[config.mk]
export PLATFORM = sky130hd
export DESIGN_NAME = reorder_buffer
export DESIGN_NICKNAME = d
export VERILOG_FILES = /design/src/rtl/reorder_buffer.sv
export SDC_FILE = /design/constraint.sdc
export NUM_CORES = 2
export LEC_CHECK = 0
export BUFFER_PORTS_ARGS = -buffer_cell sky130_fd_sc_hd__buf_2
export CORE_MARGIN = 2
export CORE_UTILIZATION = 38
export CTS_CLUSTER_SIZE = 25
export DETAILED_ROUTE_END_ITERATION = 8
export GPL_TIMING_DRIVEN = 0
export PLACE_DENSITY_LB_ADDON = 0.08
export SLEW_MARGIN = 10
export SYNTH_ARGS = -nofsm -noshare
export SYNTH_HDL_FRONTEND = slang
export SYNTH_SLANG_ARGS = --single-unit
[constraint.sdc]
create_clock -name clk -period 3.7 [get_ports clk]
set_input_delay 0.74 -clock clk [delete_from_list [all_inputs] [get_ports clk]]
set_output_delay 0.74 -clock clk [all_outputs]
set_load 0.02 [all_outputs]
[src/rtl/reorder_buffer.sv]
// Circular in-order reorder buffer: allocates tags, captures out-of-order writebacks, retires in order.
// Optional same-cycle writeback-to-query forwarding is enabled by defining ROB_QUERY_BYPASS_EN.
module reorder_buffer #(
  parameter int ROB_DEPTH = 16,
  parameter int ROB_IDX_W = 4,
  parameter int DATA_W    = 32,
  parameter int REG_IDX_W = 5,
  parameter int ADDR_W    = 32
) (
  input  logic                 clk,
  input  logic                 rst,
  input  logic                 rdy,
  input  logic                 clr,
  input  logic                 alloc_valid,
  input  logic [REG_IDX_W-1:0] alloc_rd,
  input  logic [ADDR_W-1:0]    alloc_pc,
  output logic [ROB_IDX_W-1:0] alloc_tag,
  output logic                 rob_full,
  output logic                 rob_empty,
  input  logic                 wb_valid,
  input  logic [ROB_IDX_W-1:0] wb_tag,
  input  logic [DATA_W-1:0]    wb_value,
  input  logic [ROB_IDX_W-1:0] q1_tag,
  input  logic [ROB_IDX_W-1:0] q2_tag,
  output logic                 q1_ready,
  output logic                 q2_ready,
  output logic [DATA_W-1:0]    q1_value,
  output logic [DATA_W-1:0]    q2_value,
  output logic                 commit_valid,
  output logic [ROB_IDX_W-1:0] commit_tag,
  output logic [REG_IDX_W-1:0] commit_rd,
  output logic [DATA_W-1:0]    commit_value,
  output logic [ADDR_W-1:0]    commit_pc
);

  localparam logic [ROB_IDX_W:0]   FULL_CNT = (ROB_IDX_W+1)'(ROB_DEPTH);
  localparam logic [ROB_IDX_W-1:0] IDX_ONE  = {{(ROB_IDX_W-1){1'b0}}, 1'b1};
  localparam logic [ROB_IDX_W:0]   CNT_ONE  = {{ROB_IDX_W{1'b0}}, 1'b1};

  logic [ROB_DEPTH-1:0] busy_q, busy_d, done_q, done_d;
  logic [REG_IDX_W-1:0] rd_q    [ROB_DEPTH];
  logic [REG_IDX_W-1:0] rd_d    [ROB_DEPTH];
  logic [DATA_W-1:0]    value_q [ROB_DEPTH];
  logic [DATA_W-1:0]    value_d [ROB_DEPTH];
  logic [ADDR_W-1:0]    pc_q    [ROB_DEPTH];
  logic [ADDR_W-1:0]    pc_d    [ROB_DEPTH];
  logic [ROB_IDX_W-1:0] head_q, head_d, tail_q, tail_d;
  logic [ROB_IDX_W:0]   count_q, count_d;
  logic                 commit_valid_q, commit_valid_d;
  logic [ROB_IDX_W-1:0] commit_tag_q, commit_tag_d;
  logic [REG_IDX_W-1:0] commit_rd_q, commit_rd_d;
  logic [DATA_W-1:0]    commit_value_q, commit_value_d;
  logic [ADDR_W-1:0]    commit_pc_q, commit_pc_d;

  logic alloc_fire, wb_fire, commit_fire;

  assign rob_full    = (count_q == FULL_CNT);
  assign rob_empty   = (count_q == '0);
  assign alloc_tag   = tail_q;
  assign alloc_fire  = alloc_valid && !rob_full;
  assign wb_fire     = wb_valid && busy_q[wb_tag];
  assign commit_fire = busy_q[head_q] && done_q[head_q];

  assign commit_valid = commit_valid_q;
  assign commit_tag   = commit_tag_q;
  assign commit_rd    = commit_rd_q;
  assign commit_value = commit_value_q;
  assign commit_pc    = commit_pc_q;

  always_comb begin
    busy_d         = busy_q;
    done_d         = done_q;
    rd_d           = rd_q;
    value_d        = value_q;
    pc_d           = pc_q;
    head_d         = head_q;
    tail_d         = tail_q;
    count_d        = count_q;
    commit_valid_d = 1'b0;
    commit_tag_d   = commit_tag_q;
    commit_rd_d    = commit_rd_q;
    commit_value_d = commit_value_q;
    commit_pc_d    = commit_pc_q;
    if (clr) begin
      busy_d  = '0;
      done_d  = '0;
      head_d  = '0;
      tail_d  = '0;
      count_d = '0;
    end else if (rdy) begin
      if (wb_fire) begin
        done_d[wb_tag]  = 1'b1;
        value_d[wb_tag] = wb_value;
      end
      // Commit data comes from pre-edge state, so a same-cycle writeback to head cannot leak in.
      if (commit_fire) begin
        commit_valid_d  = 1'b1;
        commit_tag_d    = head_q;
        commit_rd_d     = rd_q[head_q];
        commit_value_d  = value_q[head_q];
        commit_pc_d     = pc_q[head_q];
        busy_d[head_q]  = 1'b0;
        done_d[head_q]  = 1'b0;
        head_d          = head_q + IDX_ONE;
      end
      if (alloc_fire) begin
        busy_d[tail_q] = 1'b1;
        done_d[tail_q] = 1'b0;
        rd_d[tail_q]   = alloc_rd;
        pc_d[tail_q]   = alloc_pc;
        tail_d         = tail_q + IDX_ONE;
      end
      case ({alloc_fire, commit_fire})
        2'b10:   count_d = count_q + CNT_ONE;
        2'b01:   count_d = count_q - CNT_ONE;
        default: count_d = count_q;
      endcase
    end
  end

  always_ff @(posedge clk or negedge rst) begin
    if (!rst) begin
      busy_q         <= '0;
      done_q         <= '0;
      for (int i = 0; i < ROB_DEPTH; i++) begin
        rd_q[i]    <= '0;
        value_q[i] <= '0;
        pc_q[i]    <= '0;
      end
      head_q         <= '0;
      tail_q         <= '0;
      count_q        <= '0;
      commit_valid_q <= 1'b0;
      commit_tag_q   <= '0;
      commit_rd_q    <= '0;
      commit_value_q <= '0;
      commit_pc_q    <= '0;
    end else begin
      busy_q         <= busy_d;
      done_q         <= done_d;
      rd_q           <= rd_d;
      value_q        <= value_d;
      pc_q           <= pc_d;
      head_q         <= head_d;
      tail_q         <= tail_d;
      count_q        <= count_d;
      commit_valid_q <= commit_valid_d;
      commit_tag_q   <= commit_tag_d;
      commit_rd_q    <= commit_rd_d;
      commit_value_q <= commit_value_d;
      commit_pc_q    <= commit_pc_d;
    end
  end

  always_comb begin
    q1_ready = busy_q[q1_tag] && done_q[q1_tag];
    q2_ready = busy_q[q2_tag] && done_q[q2_tag];
    q1_value = q1_ready ? value_q[q1_tag] : '0;
    q2_value = q2_ready ? value_q[q2_tag] : '0;
`ifdef ROB_QUERY_BYPASS_EN
    // Forward the in-flight writeback so dispatch does not wait a cycle.
    if (wb_valid && busy_q[wb_tag] && (wb_tag == q1_tag)) begin
      q1_ready = 1'b1;
      q1_value = wb_value;
    end
    if (wb_valid && busy_q[wb_tag] && (wb_tag == q2_tag)) begin
      q2_ready = 1'b1;
      q2_value = wb_value;
    end
`endif
  end

endmodule
; ---- Yosys cells after proc, flatten, opt, wreduce, memory -nomap -nowiden
; Index checks and enable logic that the tools add are counted.
; Widths: inputs -> output; s select.
[word_totals]
reg_bits = 1223
in_bits = 87
output_inout_bits = 146
elab_cells = 188
[classes]
addsub = 4
order_cmp = 15
n_eq_ne = 3
muxes = 73
bitwise_logic = 13
reduce_logical = 22
[ops]
columns = cell, n
row1 = $bwmux 512, 2
row2 = $bmux 32 s4, 4
row3 = $mux 32, 12
row4 = $demux 32 s4, 2
row5 = $mux 16, 15
row6 = $bwmux 80, 1
row7 = $and 16x16->16, 3
row8 = $not 16->16, 2
row9 = $or 16x16->16, 2
row10 = $bmux 1 s4, 7
row11 = $ge 5x5->1 const B, 5
row12 = $lt 4x5->1 const B, 5
row13 = $mux 5, 5
row14 = $not 4->5, 5
row15 = $mux 4, 6
row16 = $bmux 5 s4, 1
row17 = $demux 5 s4, 1
row18 = $mux 1, 13
row19 = $demux 1 s4, 3
row20 = $ge 4x1->1 const B, 3
row21 = $logic_and 1x1->1, 10
row22 = $lt 5x1->1 const B, 2
row23 = $pmux 5 s2, 1
row24 = $reduce_and 3->1, 3
row25 = 12 further kinds, 17

; ---- Longest topological paths before layout
[depth]
ltp_word = 16
depth_mapped = 14
depth_no_buf = 11

; ---- Worst setup path before layout
; OpenSTA, ideal clock, no wires.
[synth_timing]
path_type = input to output
start = input q1_tag[0]
end = output q1_value[22]
arrival_ps = 2782
path_slack_ps = 178
path_stages = 5
path_buffers = 2
path_cell_list = buf_1 > buf_2 > mux4_2 > mux4_2 > nor2b_1
[synth_via]
elab_chain_cells = 5
[synth_rtl]
columns = element, line
row1 = from (decl), 23  ; input logic [ROB_IDX_W-1:0] q1_tag,
row2 = $not 4->5 (implied by the code), 158  ; q1_value = q1_ready ? value_q[q1_tag] : '0;
row3 = $bmux 32 s4, 158
row4 = $mux 32 (implied by the code) (2 in series), 158
row5 = $mux 32 (*), 158
row6 = to (decl), 27  ; output logic [DATA_W-1:0] q1_value,
; Mark *: on every way between the ends. The rest lies on a longest branch, timed or not. The select of a mux whose other input is x is not followed.

; ---- Worst setup path after layout
[layout_timing]
start = register done_q[2]
end = output q1_value[17]
[layout_via]
elab_chain_cells = 4
[layout_rtl]
columns = element, line
row1 = from (decl), 40  ; logic [ROB_DEPTH-1:0] busy_q, busy_d, done_q, done_d;
row2 = from (signal assigned), 140  ; done_q <= done_d;
row3 = $bmux 1 s4, 156  ; q1_ready = busy_q[q1_tag] && done_q[q1_tag];
row4 = $mux 1 (implied by the code), 156
row5 = $logic_and 1x1->1, 156
row6 = $mux 32, 158
; Every way passes these cells. The select of a mux whose other input is x is not followed.

==> flow_summary.ini <==
[run_status]
outcome = finished, violations left
violations = negative setup slack

[clock_tree]
cts_tree = done
cts-buffers-inserted = 147
cts_sinks = 1223
cts_root_buf = clkbuf_16
clk_pin_slew_ns = 0.06
clock_latency_ns = 0.80
htreeDepth = 4
clockBufferDepth = 3

[detailed_routing]
vias_per_cell = 5.933
antenna_left = 0
routedWlPerCell_um = 32.76
drc = 0
first_pass_iters = 8
wirelength_um = 213900
drt_iter0_markers = 3178
num_vias = 38740

[sta]
max_slew.worst_pin.slew_ns = 1.304
fin_crit_ns = 3.869
setup_violations = 58
finalHoldViolCount = 0
fin_crit_sh = 1.046
max-slew-margin-rel = 0.1308
fin_skew_ns = 0.02432
drv_slew = 0
setup_slack_ns = -0.1686
grt_setup_unrepaired = yes
max_freq_mhz = 258.5

[logic_synthesis]
yosys-top-cells-area = dfrtp_1 (48%), mux4_2 (24%), mux2_2 (12%), mux2_1 (8.7%), clkbuf_1 (1.1%)
synth_cell_types = 56
ys_ff_latch = 1223
synthCells = 3822
async_reset_ff_frac = 1.000
yosys_warnings = 0
avgSynthCellArea_um2 = 16.54
seq_area_frac_synth = 0.4842
yosys.area.top_type = dfrtp_1
ys.flop_type = dfrtp_1
syn_nets = 3919
synth_area_mm2 = 0.06321
synth_edf_count = 0
netlist.area_leader.share = 0.4842

[worst_setup_path]
reg2reg_slack_ns = 0.09
max_stage_delay_ns = 0.57
rr_worst_depth = 7
arrival_ns = 3.13
startpoint_type = flop
endpoint_kind = output pin
rr_startpoint = head_q[1]
required_ns = 2.96
crit_path_max_fanout = 5
cp_common_cell = mux4_2
crit_type = flop to output pin
worstReg2RegEnd = commit_value[5]
crit_slowest_cell = mux4_2
path_cells = nand2_1, mux4_2, mux4_2, buf_12, clkbuf_16, nor2b_4, buf_6

[layout]
fin_util = 0.4467
stdcell_area_mm2 = 0.07371
drive_gt1_frac = 0.5039
syn2layout_area_growth_pct = 16.62
fillerInstances = 14690
final_nets = 4325
mostFrequentLayoutCells = dfrtp_1 (1222), mux2_2 (691), mux4_2 (680), mux2_1 (486), buf_2 (254)
mostFrequentLayoutCell = dfrtp_1

[worst_hold_path]
min_path_type = input pin to async pin

[floorplanning]
die-area_mm2 = 0.1696
rows = 149
die_h_um = 411.8
core_region_area_mm2 = 0.1650
boundaryPins = 233
die_w_um = 411.8
initial_core_util = 0.3831

[global_routing]
first_global_vias = 40530
grt_pass1_wl_um = 307500
antenna_found_initial = 26
track_usage = 0.2543
grt_overflow = 0
grt_max_degree = 146

[placement]
post-dp-hpwl_um = 143100
gp_congestion = 0.8583
post-place-ws_ns = -1.405
io_buffers = 222
dpl_cell_area_mm2 = 0.06740

[pwr]
ir_worst_vdd_v = 0.0004896
p_leak_nw = 34.00
power_density_mw_per_mm2 = 418.5

[flow_run]
maxCapViolCount = 0
[area by class of cell]
type / instances / area, um2 / area share
plain buffers: 375 / 2143 / 0.02908
inverters: 14 / 57.56 / 0.0007809
flip-flops and latches: 1223 / 30610 / 0.4152
diodes: 6 / 15.01 / 0.0002037
multi-input cells: 2210 / 31150 / 0.4226
repair buffers: 257 / 2043 / 0.02772
clock inverters: 45 / 675.6 / 0.009167
clock buffers: 210 / 4277 / 0.05802
well taps: 2189 / 2739 / 0.03716
[state kept, by name, summed over array words and instances (netlist names)]
name          count
count_q           5
pc_q            512
commit_rd         5
head_q            4
commit_value     32
alloc_tag         4
value_q         512
rd_q             80
commit_tag        4
done_q           16
commit_pc        32
commit_valid      1
busy_q           16
[logic make-up after synthesis]
logic type	share of synthesized area
buffers and inverters	0.02823
multiplexers	0.4522
flip-flops	0.4842
XOR/XNOR	0.0009700
AND/OR/NAND/NOR	0.01990
adder cells (fa/ha/maj)	0.001980
AO/OA/AOI/OAI	0.01257
[where the power goes]
group / switching [W] / total [W] / internal, W
sequential: 0.000182 / 0.0139 / 0.0137
clock: 0.00614 / 0.0150 / 0.00884
combinational: 0.00115 / 0.00195 / 0.000807
[routing by layer]
metal / wire length [um] / GRT usage / up-vias
met3: 14230 / 0.05495 / 341
met5: 109 / 0 / -
li1: - / - / 15780
met2: 103400 / 0.4162 / 1309
met4: 6487 / 0.07427 / 18
met1: 89710 / 0.3403 / 21290
[repair_timing]
item,in CTS,in global routing
hold buffers,1,0
pin swaps,1,2
buffers inserted,7,12
endpoints found under the setup margin,165,139
endpoints found under the hold margin,86,0
resized for setup,331,69
cloned,2,3
[stage by stage]
stage,setup TNS [ns],total power [W],hold slack [ns],cells
CTS,-9.171,0.03124,0.01561,6509
global placement,-,0.01608,0.4831,6233
floorplan,0,0.01512,0.4444,3822
finish,-4.618,0.03085,0.0002285,6529
global route,-7.736,0.03195,0.03758,6523
detailed placement,-184.80,0.01611,0.4838,6244
[worst max path at each step]
stage / cells past startpoint / startpoint / end / slack (ns)
after detailed placement: 7 / q2_tag[2] / q2_value[2] / -1.40
after global routing: 7 / busy_q[1] / q1_value[17] / -0.20
after floorplan: 5 / q1_tag[0] / q1_value[22] / 0.18
after CTS: 7 / busy_q[13] / q1_value[30] / -0.22
after global placement: 1 / rst / pc_q[53] / -27.01
final: 7 / done_q[2] / q1_value[17] / -0.17
[synth_stat cells (3+ instances only)]
library cell and number:
a2111oi_0 12, a211oi_1 4, a21oi_1 25, a31o_2 16
and3_1 11, and3b_1 5, buf_1 44, buf_2 88
buf_4 43, buf_6 7, clkbuf_1 193, dfrtp_1 1223
ha_1 10, inv_1 10, inv_2 3, mux2_1 486
mux2_2 691, mux4_2 680, nand2_1 35, nand2_2 4
nand2b_1 4, nand3_1 23, nand3_2 3, nand3b_1 3
nand4_1 5, nor2_1 24, nor2b_1 68, nor3_1 21
nor4_1 3, o21ai_0 23, o22a_1 16, xnor2_1 4
xor2_1 3
[worst max-delay path, delay by kind of cell (launching register included)]
family                 cells  cell delay, ns
buffers and inverters      3            0.52
DFF                        1            0.41
muxes                      2            1.05
and+or+nand+nor            2            0.34
Power figures use the tool's default switching activity.
